File: src/rtl/aes_encrypt_round_core.sv
// Iterative AES-128 encryption core fed by KeySchedule round keys; one round per clock.
// Define AES_CORE_TWO_ROUND_EN to chain two rounds per clock (five-cycle latency).
module aes_encrypt_round_core (
  input  logic          clk,
  input  logic          rst,
  input  logic          start,
  input  logic          key_ready,
  input  logic [127:0]  key,
  input  logic [1279:0] roundkeys,
  input  logic [127:0]  plaintext,
  output logic [127:0]  ciphertext,
  output logic          busy,
  output logic          finish
);

  typedef enum logic [1:0] {IDLE, WAIT_KEY, ROUND, DONE} fsm_t;

  localparam logic [0:255][7:0] SBOX = 2048'h637c777bf26b6fc53001672bfed7ab76_ca82c97dfa5947f0add4a2af9ca472c0_b7fd9326363ff7cc34a5e5f171d83115_04c723c31896059a071280e2eb27b275_09832c1a1b6e5aa0523bd6b329e32f84_53d100ed20fcb15b6acbbe394a4c58cf_d0efaafb434d338545f9027f503c9fa8_51a3408f929d38f5bcb6da2110fff3d2_cd0c13ec5f974417c4a77e3d645d1973_60814fdc222a908846eeb814de5e0bdb_e0323a0a4906245cc2d3ac629195e479_e7c8376d8dd54ea96c56f4ea657aae08_ba78252e1ca6b4c6e8dd741f4bbd8b8a_703eb5664803f60e613557b986c11d9e_e1f8981169d98e949b1e87e9ce5528df_8ca1890dbfe6426841992d0fb054bb16;

`ifdef AES_CORE_TWO_ROUND_EN
  localparam logic [3:0] STEP = 4'd2;
`else
  localparam logic [3:0] STEP = 4'd1;
`endif

  fsm_t          fsm_q, fsm_d;
  logic [127:0]  state_q, state_d;
  logic [3:0]    round_q, round_d;
  logic [127:0]  ct_q, ct_d;
  logic          start_d, key_ready_d;
  logic          start_rise, last_round;
  logic [127:0]  round_res;

  function automatic logic [7:0] xtime(input logic [7:0] b);
    return {b[6:0], 1'b0} ^ (b[7] ? 8'h1b : 8'h00);
  endfunction

  // SubBytes, ShiftRows, optional MixColumns, AddRoundKey; byte i sits at [127-8i -: 8].
  function automatic logic [127:0] enc_round(input logic [127:0] s, input logic [127:0] rk,
                                             input logic last);
    logic [127:0] sb, sr, mc;
    logic [7:0]   a0, a1, a2, a3;
    for (int i = 0; i < 16; i++) sb[127-8*i -: 8] = SBOX[s[127-8*i -: 8]];
    for (int c = 0; c < 4; c++)
      for (int r = 0; r < 4; r++)
        sr[127-8*(4*c+r) -: 8] = sb[127-8*(4*((c+r)%4)+r) -: 8];
    for (int c = 0; c < 4; c++) begin
      a0 = sr[127-32*c -: 8];
      a1 = sr[119-32*c -: 8];
      a2 = sr[111-32*c -: 8];
      a3 = sr[103-32*c -: 8];
      mc[127-32*c -: 32] = {xtime(a0) ^ xtime(a1) ^ a1 ^ a2 ^ a3,
                            a0 ^ xtime(a1) ^ xtime(a2) ^ a2 ^ a3,
                            a0 ^ a1 ^ xtime(a2) ^ xtime(a3) ^ a3,
                            xtime(a0) ^ a0 ^ a1 ^ a2 ^ xtime(a3)};
    end
    return (last ? sr : mc) ^ rk;
  endfunction

  function automatic logic [127:0] rk_sel(input logic [3:0] rnd, input logic [1279:0] rks);
    logic [127:0] rk;
    rk = '0;
    for (int i = 1; i <= 10; i++)
      if (rnd == i[3:0]) rk = rks[(10-i)*128 +: 128];
    return rk;
  endfunction

  assign start_rise = start & ~start_d;

`ifdef AES_CORE_TWO_ROUND_EN
  logic [127:0] mid_res;
  always_comb begin
    last_round = (round_q == 4'd9);
    mid_res    = enc_round(state_q, rk_sel(round_q, roundkeys), 1'b0);
    round_res  = enc_round(mid_res, rk_sel(round_q + 4'd1, roundkeys), last_round);
  end
`else
  always_comb begin
    last_round = (round_q == 4'd10);
    round_res  = enc_round(state_q, rk_sel(round_q, roundkeys), last_round);
  end
`endif

  // A key_ready that rises on the same edge as the request is only honoured one edge later.
  always_comb begin
    fsm_d   = fsm_q;
    state_d = state_q;
    round_d = round_q;
    ct_d    = ct_q;
    case (fsm_q)
      IDLE, DONE: begin
        if (start_rise) begin
          if (key_ready && key_ready_d) begin
            state_d = plaintext ^ key;
            round_d = 4'd1;
            fsm_d   = ROUND;
          end else begin
            state_d = plaintext;
            fsm_d   = WAIT_KEY;
          end
        end
      end
      WAIT_KEY: begin
        if (key_ready) begin
          state_d = state_q ^ key;
          round_d = 4'd1;
          fsm_d   = ROUND;
        end
      end
      ROUND: begin
        state_d = round_res;
        if (last_round) begin
          ct_d    = round_res;
          round_d = 4'd0;
          fsm_d   = DONE;
        end else begin
          round_d = round_q + STEP;
        end
      end
      default: fsm_d = IDLE;
    endcase
  end

  always_ff @(posedge clk or negedge rst) begin
    if (!rst) begin
      fsm_q       <= IDLE;
      state_q     <= '0;
      round_q     <= '0;
      ct_q        <= '0;
      start_d     <= 1'b0;
      key_ready_d <= 1'b0;
    end else begin
      fsm_q       <= fsm_d;
      state_q     <= state_d;
      round_q     <= round_d;
      ct_q        <= ct_d;
      start_d     <= start;
      key_ready_d <= key_ready;
    end
  end

  assign ciphertext = ct_q;
  assign busy       = (fsm_q == WAIT_KEY) || (fsm_q == ROUND);
  assign finish     = (fsm_q == DONE);

endmodule

File: config.mk
export PLATFORM = sky130hd
export DESIGN_NAME = aes_encrypt_round_core
export DESIGN_NICKNAME = d
export VERILOG_FILES = /design/src/rtl/aes_encrypt_round_core.sv
export SDC_FILE = /design/constraint.sdc
export NUM_CORES = 2
export LEC_CHECK = 0
export CORE_AREA = 3 3 658 660
export CTS_CLUSTER_DIAMETER = 50
export DETAILED_ROUTE_END_ITERATION = 8
export DIE_AREA = 0 0 661 663
export PLACE_DENSITY = 0.47
export SLEW_MARGIN = 30
export SYNTH_ARGS = -nofsm -noshare
export SYNTH_HDL_FRONTEND = slang
export SYNTH_SLANG_ARGS = --single-unit
File: constraint.sdc
create_clock -name clk -period 4.5 [get_ports clk]
set_input_delay 0.9 -clock clk [delete_from_list [all_inputs] [get_ports clk]]
set_output_delay 0.9 -clock clk [all_outputs]
set_load 0.1 [all_outputs]
==> results_dict.tcl <==
set metrics [dict create \
    root_buffer "clkbuf_16" \
    r2r-end "state_q[114]" \
    synth_cells 12000 \
    max-clock-path-buffers 3 \
    clock_latency_ns 0.75 \
    cts.clk_slew.worst_paths_ns 0.06 \
    cts_tree "done" \
    drc_errors 0 \
    grt_overflow 0 \
    core-area_sq_mm 0.427 \
    dp_cells 20600 \
    nFillCells 47100 \
    start_util_pct 19.4 \
    grtUsageTotal_pct 45.0 \
    post_layout_nonfiller_instances 21400 \
    regArea_sq_mm 0.00673 \
    slew_headroom_pct 19.6 \
    reg2reg_from "round_q[3]" \
    fp-row-count 240 \
    gpl.final_weighted_congestion 1.12 \
    syn_area_per_cell_sq_um 6.91 \
    synthAdderAreaFrac_pct 3.45 \
    via_per_inst 6.04 \
    end_kind "register" \
    fp.dieArea_sq_mm 0.438 \
    grt_pass1_wl_um 1300000 \
    cts_num_sinks 264 \
    fin_crit_ns 4.79 \
    final-hold-violation-count 0 \
    firstDrtPassIters 8 \
    synth_top_family_by_area "compound AO/OA/AOI/OAI gates" \
    synth_enable_flop_cells 0 \
    netlist_area_sq_mm 0.0830 \
    detail_route.wl_per_cell_um 48.2 \
    totalWireLength_um 1030000 \
    multi_input_area_sq_mm 0.0708 \
    cts.htree.levels 3 \
    pre_cts_ws_ns -0.509 \
    netlist-cell-type-count 129 \
    required_ns 5.09 \
    place_area_sq_mm 0.124 \
    nets 16800 \
    synth_seq_area_share_pct 7.96 \
    ys_ff_latch 264 \
    drv_cap 0 \
    numCtsBuffers 70 \
    worstPathArrival_ns 5.37 \
    final_area_sq_mm 0.129 \
    grt_max_degree 109 \
    synth_compound_area_share_pct 37.2 \
    tightest_slew_ns 1.20 \
    synth_flop_cell "dfrtp_1" \
    layout_setup_ws_ns -0.287 \
    synth.top_cells.by_area "dfrtp_1 (8.0%), mux4_2 (6.7%), o21ai_0 (6.4%)" \
    cts_hold_buf 0 \
    status "finished, violations left" \
    max_clock_freq_mhz 209 \
    period_share_pct 106 \
    numPortBuffers 1669 \
    critPathLaunchType "register" \
    syn-num-nets 13800 \
    reg2reg_depth 13 \
    drt-initial-drc-count 20100 \
    violations "antenna violations, negative setup slack" \
    synthSimpleGateAreaFrac_pct 22.9 \
    muxShareOfSynthArea_pct 10.3 \
    synth-xor-area-share_pct 9.80 \
    setup_viol 15 \
    drtAntennaViolNets 1 \
    crit_type "register to register" \
    vias 129000 \
    drive_gt1_share_pct 24.9 \
    skew_ns 0.0785 \
    dp_hpwl_um 864000 \
    ioPinCount 1670 \
    yosysTopAreaCellShare_pct 7.96 \
    die_height_um 663 \
    hold_class "input port to asynchronous set/reset pin" \
    rsz0062_at_grt "true" \
    ys_warn_count 0 \
    area_delta_synth_final_pct 55.0 \
    slew_violations 0 \
    first_global_vias 119000 \
    crit_path_max_fanout 37 \
    yosysTopAreaCell "dfrtp_1" \
    antenna_found_initial 513 \
    die_w_um 661 \
    ff2ff_setup_slack_ns -0.29 \
    async_flop_share_pct 100 \
]
## state kept, by name, summed over array words and instances (netlist names)
signal	count
ciphertext	128
state_q	128
round_q	4
key_ready_d	1
start_d	1
fsm_q	2
## critical path, stage by stage (launching register included)
cell and delay [ns]:
dfrtp_2 0.55, nand2b_4 0.56, nor3_2 0.19, buf_12 0.22, a22oi_2 0.58, nand3_1 0.51
o22ai_1 0.31, buf_4 0.23, xor2_1 0.26, xnor2_1 0.17, xnor2_1 0.13, o21ai_1 0.23
buf_4 0.24, a221o_1 0.35
## per-layer routing
layer	vias to the layer above	global-route usage [%]	wire, um
met3	2753	17.4	123000
met5	-	0.230	1140
met1	64100	50.3	364000
met4	162	43.3	117000
li1	52100	-	-
met2	9947	64.5	425000
## worst max path at each step
stage           startpoint  depth (start not counted)  slack (ns)      endpoint
3_3_place_gp    round_q[3]                         13       -0.74  state_q[114]
2_1_floorplan  state_q[41]                         15        0.18  state_q[107]
5_1_grt        state_q[64]                         16       -0.04   state_q[63]
6_report        round_q[3]                         13       -0.29  state_q[114]
3_5_place_dp   state_q[72]                         15       -0.51    state_q[8]
4_1_cts        state_q[72]                         16       -0.11    state_q[8]
## repair_timing
action / 4_1_cts / 5_1_grt
gates cloned: 0 / 1
buffers inserted: 6 / 18
resized for setup: 61 / 142
endpoints found under the setup margin: 65 / 78
pin swaps: 8 / 22
## stage by stage
step                utilization, %  hold slack [ns]  setup TNS (ns)
floorplan                        -            0.546               0
global placement              28.9            0.457          -14.47
detailed placement            28.9            0.463           -8.53
CTS                           29.6            0.124          -0.113
global route                  30.0            0.160          -0.122
finish                        30.1            0.134          -0.833
## cells by family (layout without fill, tap and decap cells)
kind of cell / Yosys count / after routing
flip-flops: 264 / 264
AO/OA/AOI/OAI: 4569 / 4569
AND/OR/NAND/NOR: 3960 / 3961
adder cells (fa/ha/maj): 229 / 229
buffers and inverters: 1575 / 4645
XOR/XNOR: 883 / 883
multiplexers: 533 / 533
other: 0 / 603
## synthesized netlist by cell type, types with 81 or more instances
| cell type | instances |
|---|---|
| nand2_1 | 1220 |
| o21ai_0 | 1055 |
| a21oi_1 | 948 |
| nor2_1 | 808 |
| clkbuf_1 | 689 |
| xnor2_1 | 557 |
| buf_2 | 437 |
| nand3_1 | 422 |
| nand2b_1 | 344 |
| nor3_1 | 328 |
| xor2_1 | 294 |
| a31oi_1 | 269 |
| dfrtp_1 | 264 |
| nor2b_1 | 261 |
| mux4_2 | 247 |
| a211oi_1 | 231 |
| ha_1 | 229 |
| a22oi_1 | 209 |
| o211ai_1 | 193 |
| mux2i_1 | 185 |
| a221oi_1 | 170 |
| buf_1 | 157 |
| a311oi_1 | 153 |
| inv_1 | 151 |
| o22ai_1 | 147 |
| o311ai_0 | 116 |
| or2_2 | 106 |
| o31ai_1 | 98 |
| mux2_2 | 96 |
| o221ai_1 | 89 |
| a21o_1 | 83 |
| and2_1 | 81 |
| buf_4 | 81 |
## final cells by class
type | instances | area share (%)
well taps | 5687 | 5.53
inverters | 186 | 0.553
clock inverters | 54 | 0.516
diodes | 603 | 1.17
flip-flops and latches | 264 | 5.23
clock buffers | 76 | 1.42
multi-input cells | 10200 | 55.0
repair buffers | 4329 | 30.6
## placed cells by master, fill, tap and decap left out, types with 106 or more instances in the layout
master / Yosys / final
a211oi_1: 231 / 228
a21oi_1: 948 / 936
a221oi_1: 170 / 158
a22oi_1: 209 / 206
a311oi_1: 153 / 152
a31oi_1: 269 / 264
buf_12: 0 / 226
buf_4: 81 / 2498
clkdlybuf4s50_1: 0 / 1590
dfrtp_1: 264 / 200
diode_2: 0 / 603
ha_1: 229 / 202
inv_1: 151 / 144
mux2i_1: 185 / 177
mux4_2: 247 / 247
nand2_1: 1220 / 1205
nand2b_1: 344 / 332
nand3_1: 422 / 421
nor2_1: 808 / 787
nor2b_1: 261 / 249
nor3_1: 328 / 323
o211ai_1: 193 / 193
o21ai_0: 1055 / 1025
o22ai_1: 147 / 144
o311ai_0: 116 / 111
or2_2: 106 / 106
xnor2_1: 557 / 529
xor2_1: 294 / 282
Power is not shown: default switching activity piles up to over one toggle a cycle in this logic, so the estimate is an artifact.
